`src/rtl/ecap5_spi_target.sv`:
```
// SPI mode-0 target exposing a byte-wide register file through a
// command / address / data framing, plus a combinational local read port.
module ecap5_spi_target #(
  parameter int DEPTH = 16
) (
  input  logic                     clk_i,
  input  logic                     rst_i,
  input  logic                     spi_sclk_i,
  input  logic                     spi_cs_n_i,
  input  logic                     spi_mosi_i,
  output logic                     spi_miso_o,
  output logic                     spi_miso_oe_o,
  input  logic [$clog2(DEPTH)-1:0] loc_adr_i,
  output logic [7:0]               loc_dat_o,
  output logic                     wr_stb_o,
  output logic                     cmd_err_o
);

  localparam int AW = $clog2(DEPTH);

  typedef enum logic [2:0] {
    S_IDLE,
    S_CMD,
    S_ADDR,
    S_DATA,
    S_IGNORE
  } state_t;

  state_t state_q, state_d;

  logic sclk_p0, sclk_p1, sclk_p2;
  logic cs_p0, cs_p1, cs_p2;
  logic mosi_p0, mosi_p1;
  logic cs_armed;

  logic [2:0]    bit_cnt;
  logic [6:0]    rx_shift;
  logic [7:0]    tx_shift;
  logic [AW-1:0] addr;
  logic [AW-1:0] addr_nxt;
  logic          wr_mode;
  logic [7:0]    regs [DEPTH];

  logic       sclk_rise, sclk_fall, cs_rise, cs_fall, byte_done;
  logic [7:0] rx_byte;

  // Input synchronizers; CS flops reset to "selected" so a pin already low at
  // reset release cannot look like a fresh falling edge.
  always_ff @(posedge clk_i or posedge rst_i) begin
    if (rst_i) begin
      sclk_p0  <= 1'b0;
      sclk_p1  <= 1'b0;
      sclk_p2  <= 1'b0;
      cs_p0    <= 1'b0;
      cs_p1    <= 1'b0;
      cs_p2    <= 1'b0;
      mosi_p0  <= 1'b0;
      mosi_p1  <= 1'b0;
      cs_armed <= 1'b0;
    end else begin
      sclk_p0  <= spi_sclk_i;
      sclk_p1  <= sclk_p0;
      sclk_p2  <= sclk_p1;
      cs_p0    <= spi_cs_n_i;
      cs_p1    <= cs_p0;
      cs_p2    <= cs_p1;
      mosi_p0  <= spi_mosi_i;
      mosi_p1  <= mosi_p0;
      cs_armed <= cs_armed | cs_p1;
    end
  end

  assign sclk_rise = sclk_p1 & ~sclk_p2;
  assign sclk_fall = ~sclk_p1 & sclk_p2;
  assign cs_rise   = cs_p1 & ~cs_p2;
  assign cs_fall   = ~cs_p1 & cs_p2;
  assign rx_byte   = {rx_shift, mosi_p1};
  assign addr_nxt  = addr + AW'(1);
  assign byte_done = sclk_rise && (bit_cnt == 3'd7) && !cs_rise && (state_q != S_IDLE);

  always_ff @(posedge clk_i or posedge rst_i) begin
    if (rst_i) state_q <= S_IDLE;
    else       state_q <= state_d;
  end

  always_comb begin
    state_d = state_q;
    if (cs_rise) begin
      state_d = S_IDLE;
    end else if (state_q == S_IDLE) begin
      if (cs_fall) state_d = S_CMD;
    end else if (byte_done) begin
      case (state_q)
        S_CMD:   state_d = (rx_byte == 8'h02 || rx_byte == 8'h03) ? S_ADDR : S_IGNORE;
        S_ADDR:  state_d = S_DATA;
        default: state_d = state_q;
      endcase
    end
  end

  // Shift datapath and register file; tx_shift reloads at every byte boundary
  // so its MSB is ready before the next byte's first rising edge.
  always_ff @(posedge clk_i or posedge rst_i) begin
    if (rst_i) begin
      bit_cnt   <= 3'd0;
      rx_shift  <= 7'd0;
      tx_shift  <= 8'h00;
      addr      <= '0;
      wr_mode   <= 1'b0;
      wr_stb_o  <= 1'b0;
      cmd_err_o <= 1'b0;
      for (int i = 0; i < DEPTH; i++) regs[i] <= 8'h00;
    end else begin
      wr_stb_o  <= 1'b0;
      cmd_err_o <= 1'b0;
      if (cs_rise) begin
        bit_cnt <= 3'd0;
      end else if (state_q == S_IDLE) begin
        if (cs_fall) begin
          bit_cnt  <= 3'd0;
          tx_shift <= 8'h00;
        end
      end else if (sclk_rise) begin
        rx_shift <= rx_byte[6:0];
        bit_cnt  <= bit_cnt + 3'd1;
        if (bit_cnt == 3'd7) begin
          tx_shift <= 8'h00;
          case (state_q)
            S_CMD: begin
              wr_mode   <= (rx_byte == 8'h02);
              cmd_err_o <= (rx_byte != 8'h02) && (rx_byte != 8'h03);
            end
            S_ADDR: begin
              addr <= rx_byte[AW-1:0];
              if (!wr_mode) tx_shift <= regs[rx_byte[AW-1:0]];
            end
            S_DATA: begin
              addr <= addr_nxt;
              if (wr_mode) begin
                regs[addr] <= rx_byte;
                wr_stb_o   <= 1'b1;
              end else begin
                tx_shift <= regs[addr_nxt];
              end
            end
            default: ;
          endcase
        end
      end else if (sclk_fall && bit_cnt != 3'd0) begin
        tx_shift <= {tx_shift[6:0], 1'b0};
      end
    end
  end

  assign spi_miso_oe_o = ~cs_p1 & cs_armed;
  assign spi_miso_o    = spi_miso_oe_o & tx_shift[7];
  assign loc_dat_o     = regs[loc_adr_i];

endmodule

```
`config.mk`:
```
export PLATFORM = sky130hd
export DESIGN_NAME = ecap5_spi_target
export DESIGN_NICKNAME = d
export VERILOG_FILES = /design/src/rtl/ecap5_spi_target.sv
export SDC_FILE = /design/constraint.sdc
export NUM_CORES = 1
export LEC_CHECK = 0
export ABC_AREA = 1
export CAP_MARGIN = 20
export CORE_MARGIN = 2
export CORE_UTILIZATION = 60
export CTS_CLUSTER_DIAMETER = 50
export DETAILED_ROUTE_END_ITERATION = 8
export PLACE_DENSITY = 0.8
export SETUP_SLACK_MARGIN = 0.15
export SKIP_LAST_GASP = 1
export SYNTH_ARGS = -nofsm -noshare
export SYNTH_HDL_FRONTEND = slang
export SYNTH_SLANG_ARGS = --single-unit
```
`constraint.sdc`:
```
create_clock -name clk_i -period 16.1 [get_ports clk_i]
set_input_delay 4.83 -clock clk_i [delete_from_list [all_inputs] [get_ports clk_i]]
set_output_delay 4.83 -clock clk_i [all_outputs]
set_load 0.05 [all_outputs]
```
==> key figures, run 1 <==
Power
  • Psw: 0.450 mW
  • Pwr Total: about 1.2 mW
  • Internal: roughly 0.76 mW
  • Power density over the cells: 111 mW/mm^2
  • Leak pwr: approximately 4.9 nW
  • Gate power share: 26.7%
  • Clock power frac: 36.1%
  • VDD IR max: between 0.1 and 0.15 mV
  • Sw Share: about 37%
  • Register share of total power: 37.2%

Routing
  • Via density: approximately 6.1
  • DRC: 0
  • DR iter-0 viols: ~1.5k
  • Routed length per placed instance: between 15 and 20 um
  • Antenna-violating nets left: 0
  • Vias after detailed routing: 10.3k
  • Final wirelength: approximately 33000 um
  • Pre-antenna DRT Iters: 8

STA
  • Clock skew: about 0.011 ns
  • Max Clock Freq: 0.0808 GHz
  • Setup Viol. Count Final: 0
  • Pins Over Slew Limit: 0
  • Setup TNS: 0 ns
  • Worst-margin pin slew: 1.09 ns
  • Final-report hold violation count: 0
  • RSZ-0062 raised after global routing: false
  • Max_slew headroom: a little over a quarter
  • Tcrit/Tclk final: between 70% and 80%
  • Period minus WS final: about 12 ns

Critical path
  • CP Capture Type: output port
  • Arr. time, crit path: roughly 7.6 ns
  • Crit path kind: in2out
  • Worst Path Required: roughly 11 ns
  • CP Max Fanout: 17
  • Startpoint Class: input pin

CTS
  • CTS Hold Bufs: 0
  • Clock-pin slew on the worst setup and hold paths: 0.06 ns
  • Skew-Pair Late Insertion Delay: between 0.4 and 0.5 ns
  • Clock sinks: 165
  • Clock buffer depth: 2
  • TritonCTS clock tree: built
  • CTS buffer count: 17
  • Setup Buffers After CTS: 0
  • Resized cells post-CTS: 0
  • H-tree Lvls: 4
  • Root Buffer: clkbuf_16

Synth
  • Synth Flop Type: dfrtp_1
  • Syn Area/Cell: about 6.8 um^2
  • Synth area leaders: dfrtp_1 41%, nand2_1 19%, o21ai_1 6.3%, nand3_1 5.9%, o21ai_0 5.7%
  • Synthesized area: approximately 0.010 mm^2
  • Post-synth cell types: 32
  • Syn_nets: approximately 1.5k
  • Count leader, synth: nand2_1
  • Post-Synthesis Cells: 1489
  • Seq/Total Area, Yosys: between 40% and 50%
  • Cell taking the most area after synthesis: dfrtp_1
  • EDFF count, synth: 0
  • Most frequent cells after synthesis: 515 x nand2_1, 165 x dfrtp_1, 128 x o21ai_1
  • Synth warnings: 0
  • Top-area cell type share of the netlist area: 40.8%
  • FFs w/ async S/R, synth: 100%
  • #FFs+latches synth: between 150 and 200

Final layout
  • Ant. Diodes: 0
  • Layout cells sized above 1: between 5 and 6%
  • Sequential Area: around 0.0041 mm^2
  • Fill cells: 1473
  • Final nets: between 1k and 1.5k
  • Synth-to-Final Area Change: 7.97%
  • Multi-input gate area: between 0.005 and 0.006 mm^2

Global routing
  • Layer with the highest usage: met2
  • Vias in the first global route: 9278
  • Met1 Use GR: between 50% and 60%
  • First-pass GRT wire length: 51700 um
  • Met3 Track Usage GR: 9.18%
  • GRT Overall Usage: between 30% and 40%
  • Largest net degree at the start of global routing: between 100 and 150
  • Total grt overflow: 0
  • Initial antenna violation count: 0
  • Global routing usage on met2: between 50% and 60%

Placed design
  • Dpl hpwl: around 22000 um
  • Input/output buffers: 20
  • Gpl congestion: between 0.9 and 1

Die
  • Initial core utilization: 61.2%
  • Rows: 47
  • Placeable Area: about 0.017 mm^2
  • Die Y: 134 um
  • I/O pins: 21
  • DIE AREA: 0.0179 mm^2
  • Die width: 134 um

Worst hold path
  • Worst hold path class: reg2reg

Outcome
  • Outcome: completed

Job
  • Number of max-cap violations: 0
logic make-up after synthesis:
logic type / after synthesis / synth area share [%]
adders and majority gates: 9 / 1.11
muxes: 10 / 0.989
xor gates and xnor gates: 1 / 0.0866
buffers and inverters: 227 / 8.67
AOI/OAI and AO/OA: 365 / 19.3
and+or+nand+nor: 712 / 29.1
DFF: 165 / 40.8
path summary, 6_finish.rpt:
path / startpoint / end / slack, ns / cells after the start
setup reg to reg: addr[0] / tx_shift[0] / 12.20 / 13
hold / removal: cs_p0 / cs_p1 / 0.35 / 0
min in group asynchronous: rst_i / rx_shift[6] / 4.92 / 2
hold reg to reg: cs_p0 / cs_p1 / 0.35 / 0
max in group asynchronous: rst_i / addr[0] / 9.73 / 3
setup / recovery: loc_adr_i[2] / loc_dat_o[6] / 3.72 / 6
critical path, stage by stage:
cell and delay (ns):
clkdlybuf4s50_1 1.00, inv_1 0.45, nand2_1 0.18, o221ai_1 0.12, nand2_1 0.15, clkdlybuf4s50_1 0.81
per-layer routing:
metal | share of wire (%) | vias up
li1 | - | 4776
met1 | 41 | 4707
met2 | 44 | 641
met3 | 11 | 129
met4 | 4.4 | 0
met5 | 0 | -
flip-flops by register name (all words and copies together) (netlist names), 3 cells and up:
name,count
rx_shift,7
regs,128
bit_cnt,3
tx_shift,8
state_q,3
addr,4
stage by stage:
stage / hold slack (ns) / util, % / setup slack (ns) / cells / instance area (um^2)
after detailed placement: 0.337 / 62.4 / 3.82 / 1648 / 10300
final: 0.350 / 66.1 / 3.72 / 1680 / 10900
after global placement: 0.331 / 62.4 / 3.88 / 1648 / 10300
after CTS: 0.353 / 66.1 / 3.83 / 1680 / 10900
after floorplan: 0.331 / - / 4.45 / 1489 / 10100
after global routing: 0.352 / 66.1 / 3.59 / 1680 / 10900
final cells by class:
class                   count  share of cell area, %
flip-flops and latches    165                   37.8
clock inverters            12                   1.52
repair buffers             30                   2.45
well taps                 220                   2.52
clock buffers              20                   4.18
multi-input cells        1097                   46.8
inverters                 136                   4.72
cell usage in the layout (no fill, tap or decap), types with 3 or more instances in the layout:
cell type / count
inv_1: 125
o21ai_1: 128
o211ai_1: 26
bufinv_16: 3
nor2_4: 4
nor2_1: 42
o221ai_1: 10
nand3_1: 120
clkdlybuf4s50_1: 18
clkbuf_16: 17
inv_2: 4
mux2i_1: 10
nand2_1: 515
o21ai_0: 115
inv_6: 6
clkinv_1: 6
ha_1: 9
buf_4: 11
nand4_1: 6
nand2_2: 19
dfrtp_1: 163
a21oi_1: 77
power by group through the flow:
| stage | sequential [mW] | clock (mW) | combinational [mW] |
|---|---|---|---|
| CTS | 0.449 | 0.439 | 0.314 |
| global route | 0.452 | 0.455 | 0.350 |
| global placement | 0.457 | 0 | 0.309 |
| floorplan | 0.445 | 0 | 0.220 |
| detailed placement | 0.457 | 0 | 0.313 |
| finish | 0.451 | 0.438 | 0.324 |
Note: power is estimated with default switching activity, not from simulation.
==> run 2, diff against run 1 <==
clock period = 11.6 ns   (was 16.1 ns; I/O delays follow)
==> key figures, run 2 (same netlist as run 1, synthesis figures left out) <==
Outcome
  • Outcome: completed (unchanged)

Die
  • DIE AREA: 0.0179 mm^2 (unchanged)
  • Rows: 47 (unchanged)
  • Die width: 134 um (unchanged)
  • Die Y: 134 um (unchanged)
  • Placeable Area: 0.0165 mm^2 (unchanged)
  • Initial core utilization: 61.2% (unchanged)
  • I/O pins: 21 (unchanged)

CTS
  • Skew-Pair Late Insertion Delay: 0.45 ns (about the same)
  • Resized cells post-CTS: 0 (unchanged)
  • Clock-pin slew on the worst setup and hold paths: 0.07 ns (was 0.06 ns)
  • Root Buffer: clkbuf_16 (unchanged)
  • Clock buffer depth: 2 (unchanged)
  • TritonCTS clock tree: built (unchanged)
  • CTS buffer count: 17 (unchanged)
  • CTS Hold Bufs: 0 (unchanged)
  • Clock sinks: 165 (unchanged)
  • H-tree Lvls: 4 (unchanged)
  • Setup Buffers After CTS: 0 (unchanged)

Global routing
  • GRT Overall Usage: 37.8% (was 37.6%)
  • Total grt overflow: 0 (unchanged)
  • Initial antenna violation count: 0 (unchanged)
  • Largest net degree at the start of global routing: 119 (unchanged)
  • First-pass GRT wire length: 52100 um (was 51700 um)
  • Vias in the first global route: 9253 (was 9278)

Power
  • VDD IR max: 0.176 mV (was 0.102 mV)
  • Leak pwr: 4.92 nW (was 4.93 nW)
  • Power density over the cells: 153 mW/mm^2 (was 111 mW/mm^2)

Critical path
  • CP max-delay cell: clkdlybuf4s50_1 (unchanged)
  • WP depth: 6 (unchanged)
  • Arr. time, crit path: 6.20 ns (was 7.55 ns)
  • R2R cell count: 15 (was 13)
  • Worst Path Required: 8.12 ns (was 11.27 ns)
  • Setup slack, reg-to-reg: 7.67 ns (was 12.20 ns)
  • CP Max Fanout: 55 (was 17)
  • Slowest stage delay, CP: 0.81 ns (was 1.00 ns)
  • Delay-heaviest family, CP: buffers and inverters (unchanged)
  • Worst path bufs/invs: 3 (unchanged)
  • Cell breakdown of the critical path: buf_2 > inv_1 > o21ai_0 > o221ai_1 > nand2_1 > clkdlybuf4s50_1 (was clkdlybuf4s50_1 > inv_1 > nand2_1 > o221ai_1 > nand2_1 > clkdlybuf4s50_1)
  • CP Capture Type: output port (unchanged)
  • Startpoint Class: input pin (unchanged)
  • Crit path kind: in2out (unchanged)

STA
  • Setup TNS: 0 ns (unchanged)
  • Clock skew: 0.00782 ns (was 0.0106 ns)
  • Setup Viol. Count Final: 0 (unchanged)
  • Period minus WS final: about 9.7 ns
  • RSZ-0062 raised after global routing: false (unchanged)
  • Worst-margin pin slew: 1.11 ns (was 1.09 ns)
  • Min Hold Slack: 0.352 ns (was 0.350 ns)
  • Max_slew headroom: 26.2% (was 27.3%)
  • Tcrit/Tclk final: approximately 83%
  • Final-report hold violation count: 0 (unchanged)
  • Max Clock Freq: around 0.10 GHz
  • Pins Over Slew Limit: 0 (unchanged)

Routing
  • DRC: 0 (unchanged)
  • Final wirelength: 32800 um (about the same)
  • Via density: 6.11 (was 6.10)
  • DR iter-0 viols: 1807 (was 1548)
  • Pre-antenna DRT Iters: 9 (was 8)
  • Vias after detailed routing: 10.3k (about the same)
  • Routed length per placed instance: 19.5 um (was 19.6 um)
  • Antenna-violating nets left: 0 (unchanged)

Final layout
  • Largest registers: regs x128, tx_shift x8, rx_shift x7 (unchanged)
  • Largest register FFs: 128 (unchanged)
  • Layout cells sized above 1: 5.34% (was 5.27%)
  • Most frequent cells in the layout: 515 x nand2_1, 163 x dfrtp_1, 128 x o21ai_1 (unchanged)
  • Synth-to-Final Area Change: 7.73% (was 7.97%)
  • Commonest non-fill, non-tap cell in the layout: nand2_1 (unchanged)
  • Final nets: 1465 (unchanged)
  • Finished Cell Area: 0.0109 mm^2 (about the same)
  • Ant. Diodes: 0 (unchanged)
  • Sequential Area: 0.00413 mm^2 (unchanged)
  • Fill cells: 1492 (was 1473)
  • Reg with most FFs: regs (unchanged)
  • Multi-input gate area: 0.00511 mm^2 (unchanged)

Placed design
  • Input/output buffers: 20 (unchanged)
  • Dpl hpwl: 21400 um (was 21500 um)
  • Post-DP Area: 0.0103 mm^2 (unchanged)
  • Gpl congestion: 0.962 (was 0.973)

Worst hold path
  • Hold Crit Depth: 0 (unchanged)
  • Worst hold path class: reg2reg (unchanged)

Job
  • Number of max-cap violations: 0 (unchanged)
-- run 2: changes by cell type in the layout (fill, tap and decap cells not counted) --
cell       change
inv_6          +1
clkinv_2       +1
clkbuf_1       -1
clkinv_4       +1
clkbuf_8       -1
bufinv_16      -1
-- run 2: metrics by stage --
| stage | worst slack (ns) | instances | utilization (%) | total power, mW |
|---|---|---|---|---|
| 4_1_cts | 2.04 | 1680 | 66.0 | 1.65 |
| 3_3_place_gp | 2.08 | 1648 | 62.4 | 1.07 |
| 6_report | 1.92 | 1680 | 66.0 | 1.67 |
| 3_5_place_dp | 2.04 | 1648 | 62.4 | 1.07 |
| 2_1_floorplan | 2.65 | 1489 | - | 0.923 |
| 5_1_grt | 1.85 | 1680 | 66.0 | 1.73 |
-- run 2: layout make-up --
class	instances	share of cell area [%]
Clock buffer	18	4.03
Sequential cell	165	37.9
Timing Repair Buffer	30	2.46
Clock inverter	14	1.46
Inverter	136	4.73
Tap cell	220	2.52
Multi-Input combinational cell	1097	46.9
-- run 2: worst reg2reg max path: cells and delay by family (launching register included) --
| family | cells | cell delay, ns |
|---|---|---|
| fa+ha+maj | 1 | 0.40 |
| simple gates | 9 | 0.97 |
| buf+inv | 5 | 2.11 |
| flops | 1 | 0.34 |
-- run 2: where the power goes --
part / total [mW] / internal [mW] / switching, mW
registers: 0.626 / 0.597 / 0.0297
logic: 0.454 / 0.107 / 0.347
clock network: 0.586 / 0.328 / 0.258
-- run 2: worst paths after layout --
check,startpoint,end
min reg2reg,sclk_p0,sclk_p1
max reg2reg,addr[0],tx_shift[2]
max in group asynchronous,rst_i,regs[81]
max,loc_adr_i[1],loc_dat_o[1]
min,sclk_p0,sclk_p1
min in group asynchronous,rst_i,rx_shift[5]
-- run 2: per-layer routing --
metal	global-route usage, %	share of wire (%)	up-vias
li1	-	-	4775
met1	53.6	41	4707
met2	55.0	44	673
met3	9.56	11	118
met4	16.4	4.4	0
met5	0	0	-
